$ cat config.mk
export PLATFORM = sky130hd
export DESIGN_NAME = fc_vec_packer
export DESIGN_NICKNAME = d
export VERILOG_FILES = /design/src/rtl/fc_vec_packer.sv
export SDC_FILE = /design/constraint.sdc
export NUM_CORES = 2
export LEC_CHECK = 0
export BUFFER_PORTS_ARGS = -buffer_cell sky130_fd_sc_hd__clkbuf_2
export CORE_ASPECT_RATIO = 0.75
export CORE_MARGIN = 4
export CORE_UTILIZATION = 51
export DETAILED_ROUTE_END_ITERATION = 10
export PLACE_DENSITY = 0.8
export SLEW_MARGIN = 10
export SYNTH_ARGS = -nofsm -noshare
export SYNTH_HDL_FRONTEND = slang
export SYNTH_SLANG_ARGS = --single-unit
$ cat constraint.sdc
create_clock -name clk -period 3.3 [get_ports clk]
set_clock_uncertainty 0.05 [all_clocks]
set_input_delay 0.33 -clock clk [delete_from_list [all_inputs] [get_ports clk]]
set_output_delay 0.33 -clock clk [all_outputs]
set_load 0.03 [all_outputs]
$ cat src/rtl/fc_vec_packer.sv
// fc_vec_packer: rescales, saturates and optionally ReLUs a serial stream of FC accumulator sums
//   and packs one frame of OUT_LENGTH results into a single wide vector.
// Latency: data_out/data_out_valid update one cycle after the completing beat if the emission gap has expired.
// Backpressure: in_ready is low only while a completed frame waits for the MIN_GAP emission spacing.
// Ports: clk, rst_n (async, active-low);
//   in_data/in_valid/in_last/in_ready : accumulator beat stream, one neuron per beat;
//   data_out/data_out_valid : packed vector (slot k at [DATA_W*k +: DATA_W]) + one-cycle pulse;
//   frame_err : one-cycle pulse on a short frame or a missing in_last.
module fc_vec_packer #(
  parameter int DATA_W     = 16,
  parameter int ACC_W      = 32,
  parameter int OUT_LENGTH = 32,
  parameter int SHIFT      = 12,
  parameter int RELU       = 1,
  parameter int ROT        = 2,
  parameter int MIN_GAP    = 140
) (
  input  logic                         clk,
  input  logic                         rst_n,
  input  logic signed [ACC_W-1:0]      in_data,
  input  logic                         in_valid,
  input  logic                         in_last,
  output logic                         in_ready,
  output logic [DATA_W*OUT_LENGTH-1:0] data_out,
  output logic                         data_out_valid,
  output logic                         frame_err
);

  localparam int IDX_W = (OUT_LENGTH > 1) ? $clog2(OUT_LENGTH) : 1;
  localparam int GAP_W = (MIN_GAP > 1) ? $clog2(MIN_GAP) : 1;
  localparam int ROT_M = ROT % OUT_LENGTH;
  localparam int VEC_W = DATA_W * OUT_LENGTH;

  localparam logic signed [ACC_W-1:0] SAT_MAX = {{(ACC_W-DATA_W+1){1'b0}}, {(DATA_W-1){1'b1}}};
  localparam logic signed [ACC_W-1:0] SAT_MIN = {{(ACC_W-DATA_W+1){1'b1}}, {(DATA_W-1){1'b0}}};

  typedef enum logic [1:0] {
    S_FILL    = 2'd0,
    S_PENDING = 2'd1,
    S_EMIT    = 2'd2
  } state_t;

  state_t             state_q, state_d;
  logic [IDX_W-1:0]   idx_q, idx_d;
  logic [VEC_W-1:0]   fill_q, fill_d;
  logic [GAP_W-1:0]   gap_q, gap_d;
  logic               err_pend_q, err_pend_d;
  logic [VEC_W-1:0]   data_out_q, data_out_d;
  logic               data_out_valid_q, emit;
  logic               frame_err_q;

  logic                     accept;
  logic                     gap_ok;
  logic signed [ACC_W-1:0]  shifted;
  logic [DATA_W-1:0]        sat_val;
  logic [DATA_W-1:0]        res_val;
  logic [IDX_W:0]           slot_sum;
  logic [IDX_W-1:0]         slot;

  // Per-beat arithmetic: rescale, saturate to DATA_W, optional ReLU.
  assign shifted = in_data >>> SHIFT;

  always_comb begin
    if (shifted > SAT_MAX) begin
      sat_val = {1'b0, {(DATA_W-1){1'b1}}};
    end else if (shifted < SAT_MIN) begin
      sat_val = {1'b1, {(DATA_W-1){1'b0}}};
    end else begin
      sat_val = shifted[DATA_W-1:0];
    end
  end

  assign res_val = ((RELU != 0) && sat_val[DATA_W-1]) ? '0 : sat_val;

  // Rotated slot: (idx + ROT) mod OUT_LENGTH, one conditional subtract suffices.
  assign slot_sum = {1'b0, idx_q} + (IDX_W+1)'(ROT_M);
  assign slot     = (slot_sum >= (IDX_W+1)'(OUT_LENGTH))
                    ? IDX_W'(slot_sum - (IDX_W+1)'(OUT_LENGTH))
                    : IDX_W'(slot_sum);

  // EMIT itself takes a cycle, so a frame may head for EMIT one cycle before
  // the counter reaches zero; the resulting pulse still lands on expiry.
  assign gap_ok   = (gap_q <= GAP_W'(1));
  assign in_ready = (state_q != S_PENDING);
  assign accept   = in_valid && in_ready;

  always_comb begin
    state_d    = state_q;
    idx_d      = idx_q;
    fill_d     = fill_q;
    err_pend_d = 1'b0;
    emit       = 1'b0;
    data_out_d = data_out_q;
    gap_d      = gap_q;

    if (gap_q != '0) begin
      gap_d = gap_q - GAP_W'(1);
    end

    case (state_q)
      S_PENDING: begin
        if (gap_ok) begin
          state_d = S_EMIT;
        end
      end
      S_EMIT: begin
        // Copy the pre-write buffer; a beat taken now belongs to the next frame.
        data_out_d = fill_q;
        emit       = 1'b1;
        gap_d      = GAP_W'(MIN_GAP - 1);
        state_d    = S_FILL;
      end
      default: ;
    endcase

    if (accept) begin
      fill_d[slot*DATA_W +: DATA_W] = res_val;
      if (idx_q == IDX_W'(OUT_LENGTH - 1)) begin
        idx_d      = '0;
        err_pend_d = !in_last;
        state_d    = (state_q == S_FILL && gap_ok) ? S_EMIT : S_PENDING;
      end else if (in_last) begin
        // Short frame: drop it; stale slots are overwritten by the next full frame.
        idx_d      = '0;
        err_pend_d = 1'b1;
      end else begin
        idx_d = idx_q + IDX_W'(1);
      end
    end
  end

  always_ff @(posedge clk or negedge rst_n) begin
    if (!rst_n) begin
      state_q          <= S_FILL;
      idx_q            <= '0;
      fill_q           <= '0;
      gap_q            <= '0;
      err_pend_q       <= 1'b0;
      data_out_q       <= '0;
      data_out_valid_q <= 1'b0;
      frame_err_q      <= 1'b0;
    end else begin
      state_q          <= state_d;
      idx_q            <= idx_d;
      fill_q           <= fill_d;
      gap_q            <= gap_d;
      err_pend_q       <= err_pend_d;
      data_out_q       <= data_out_d;
      data_out_valid_q <= emit;
      // Delayed one extra stage so a missing-in_last error lines up with the emission pulse.
      frame_err_q      <= err_pend_q;
    end
  end

  assign data_out       = data_out_q;
  assign data_out_valid = data_out_valid_q;
  assign frame_err      = frame_err_q;

endmodule

==> qor.txt <==
final wirelength -> 102200 um
status -> finished clean
layout cell share with drive strength beyond 1 -> 56.70%
die area -> 0.07883 mm^2
clk_lat worst skew -> 0.67 ns
critical path class -> flip-flop to flip-flop
VDD IR-drop max -> 391.5 uV
Total GRT Usage -> 26.21%
placed cell count -> 3906
Wirelength per Cell -> 25.05 um
Mean Syn Cell Area -> 15.58 um^2
Die W -> 322.9 um
Final Instance Count excl. Fillers -> 4081
port bufs -> 506
Clock Path Buffers -> 3
Post-Syn Instances -> 2434
final worst path period need -> 3.213 ns
Slowest cell on crit path -> nor3_2
initial antenna violation count -> 2
maximum achievable frequency -> 311.2 MHz
Register Area -> 0.02447 mm^2
CORE AREA -> 0.07360 mm^2
Initial DRC Count -> 1415
Antenna Nets Post-Route -> 0
crit-path max FO -> 19
Place WS -> -0.02297 ns
Post-Syn Area -> 0.03792 mm^2
final setup margin -> 0.08656 ns
register area share after synthesis -> 64.54%
DRC -> 0
largest net degree at the start of global routing -> 113
Area contributors post-synth -> dfrtp_1, mux2_2, nor3_1
max_slew headroom -> 18.11%
total gr overflow -> 0
IO Pins -> 551
number of global-route vias before repair -> 24870
Max Transition Viols Final -> 0
most common library cell in the layout ignoring fill and taps -> dfrtp_1
first-pass GRT wire length -> 156900 um
standard-cell rows -> 86
Final Util -> 62.24%
Pre-Repair DR Iteration Count -> 5
leak pwr -> 24.23 nW
yosys warns -> 0
setup TNS -> 0 ns
final-report hold violation count -> 0
Worst Path Buf+Inv -> 1
DPL Wire Length -> 69070 um
Finish-stage setup viols -> 0
PwrDens -> 620.5 mW/mm^2
Area Overhead vs Synth -> 20.80%
vias post-DR -> 22550
CTS tree -> done
clock sink total -> 978
Multi-input gate area -> 0.01286 mm^2
worst slew pin tran -> 1.219 ns
endpoint class of the critical path -> flip-flop
Num CTS Buffers -> 92
HP Class -> primary input to flip-flop
Starting Density -> 51.52%
Root Driver -> clkbuf_16
WHS -> 0.09369 ns
Crit path required time -> 3.83 ns
cell family with most CP delay -> simple AND/OR/NAND/NOR gates
Unique masters post-synth -> 50
gpl congestion -> 0.8588
#FFs+latches synth -> 978
CP peak stage delay -> 0.88 ns
Clock Pin Slew Worst Setup and Hold Paths -> 0.06 ns
final worst path period share -> 97.38%
final std cell area, no fill -> 0.04581 mm^2
Final #Nets -> 3085
FILL cells -> 5310
Crit path arrival time -> 3.75 ns
H-Tree Depth -> 3
Power Total -> 28.42 mW
maxcap violations -> 0
Yosys top cell by area -> dfrtp_1
most frequent cells in the layout -> dfrtp_1, mux2_2, clkbuf_2
worst path cell trace -> ha_2 -> and2_1 -> a21oi_1 -> o31ai_4 -> buf_12 -> nor3_2 -> mux2_2
startpoint types -> flip-flop
placed cell area -> 0.04236 mm^2
EDFF count, synth -> 0
share of the synthesized area in the top cell type -> 64.54%
Synth async-reset ratio -> 100.0%
drt via density -> 5.526
die height -> 244.2 um
dominant synthesized flop cell -> dfrtp_1
routing by layer:
layer | track usage [%] | share of wire, % | routed length (um)
met5 | 0 | 0 | 0
met4 | 8.529 | 3.1 | 3219
met3 | 6.503 | 6.8 | 6937
met2 | 42.11 | 48 | 48570
met1 | 35.41 | 43 | 43500
cell families (layout without fill, tap and decap cells):
kind of cell	after synthesis	in the layout	share of synthesized area [%]
muxes	935	935	27.82
DFF	978	978	64.54
and+or+nand+nor	245	245	3.451
buffers and inverters	177	823	2.277
other	1	34	0.009889
xor gates and xnor gates	10	10	0.3102
AOI/OAI and AO/OA	74	74	1.135
adders and majority gates	14	14	0.4619
Yosys cell counts, drive strengths merged, types with 12 or more instances:
cell / n
nor3: 78
nor2: 56
a21oi: 12
o21ai: 47
mux2: 921
inv: 26
mux2i: 14
ha: 14
nand2: 56
clkbuf: 73
dfrtp: 978
buf: 78
state kept, by name, indices dropped and copies added, names as in the netlist:
signal and cells:
data_out_valid 1, err_pend_q 1, frame_err 1, data_out 480
state_q 2, idx_q 5, fill_q 480, gap_q 8
worst register-to-register path, stage by stage (launching register included):
cell     delay (ns)
dfrtp_1        0.50
ha_2           0.29
and2_1         0.19
a21oi_1        0.39
o31ai_4        0.26
buf_12         0.26
nor3_2         0.89
mux2_2         0.33
cell type report:
type                            instances  area share (%)
Clock buffer                          120           5.698
Clock inverter                         50           1.584
Multi-Input combinational cell       1310           28.08
Tap cell                              968           2.644
Sequential cell                       978           53.43
Inverter                               26          0.2131
Antenna cell                            2         0.01093
Timing Repair Buffer                  627           8.344
report_power, final:
group	leakage, nW	total, mW	switching, mW	internal, mW
Sequential	13.6	13.4	0.515	12.9
Combinational	9.05	3.56	2.14	1.42
Clock	1.62	11.5	4.72	6.74
Total	24.2	28.4	7.38	21.0
final timing paths:
path,startpoint,endpoint,slack (ns),cells after the start
max,idx_q[1],fill_q[102],0.09,7
min,in_valid,err_pend_q,0.09,3
max reg2reg,idx_q[1],fill_q[102],0.09,7
min reg2reg,err_pend_q,frame_err,0.30,0
max in group asynchronous,rst_n,data_out[124],1.82,3
min in group asynchronous,rst_n,data_out[201],0.30,2
what timing repair did:
action,4_1_cts,5_1_grt
setup buffers,0,1
pin swaps,0,1
gates resized for setup,3,10
endpoints found under the hold margin,56,0
hold buffers,2,0
setup endpoints to repair,17,109
No activity file was read; power rests on OpenSTA's default activity.
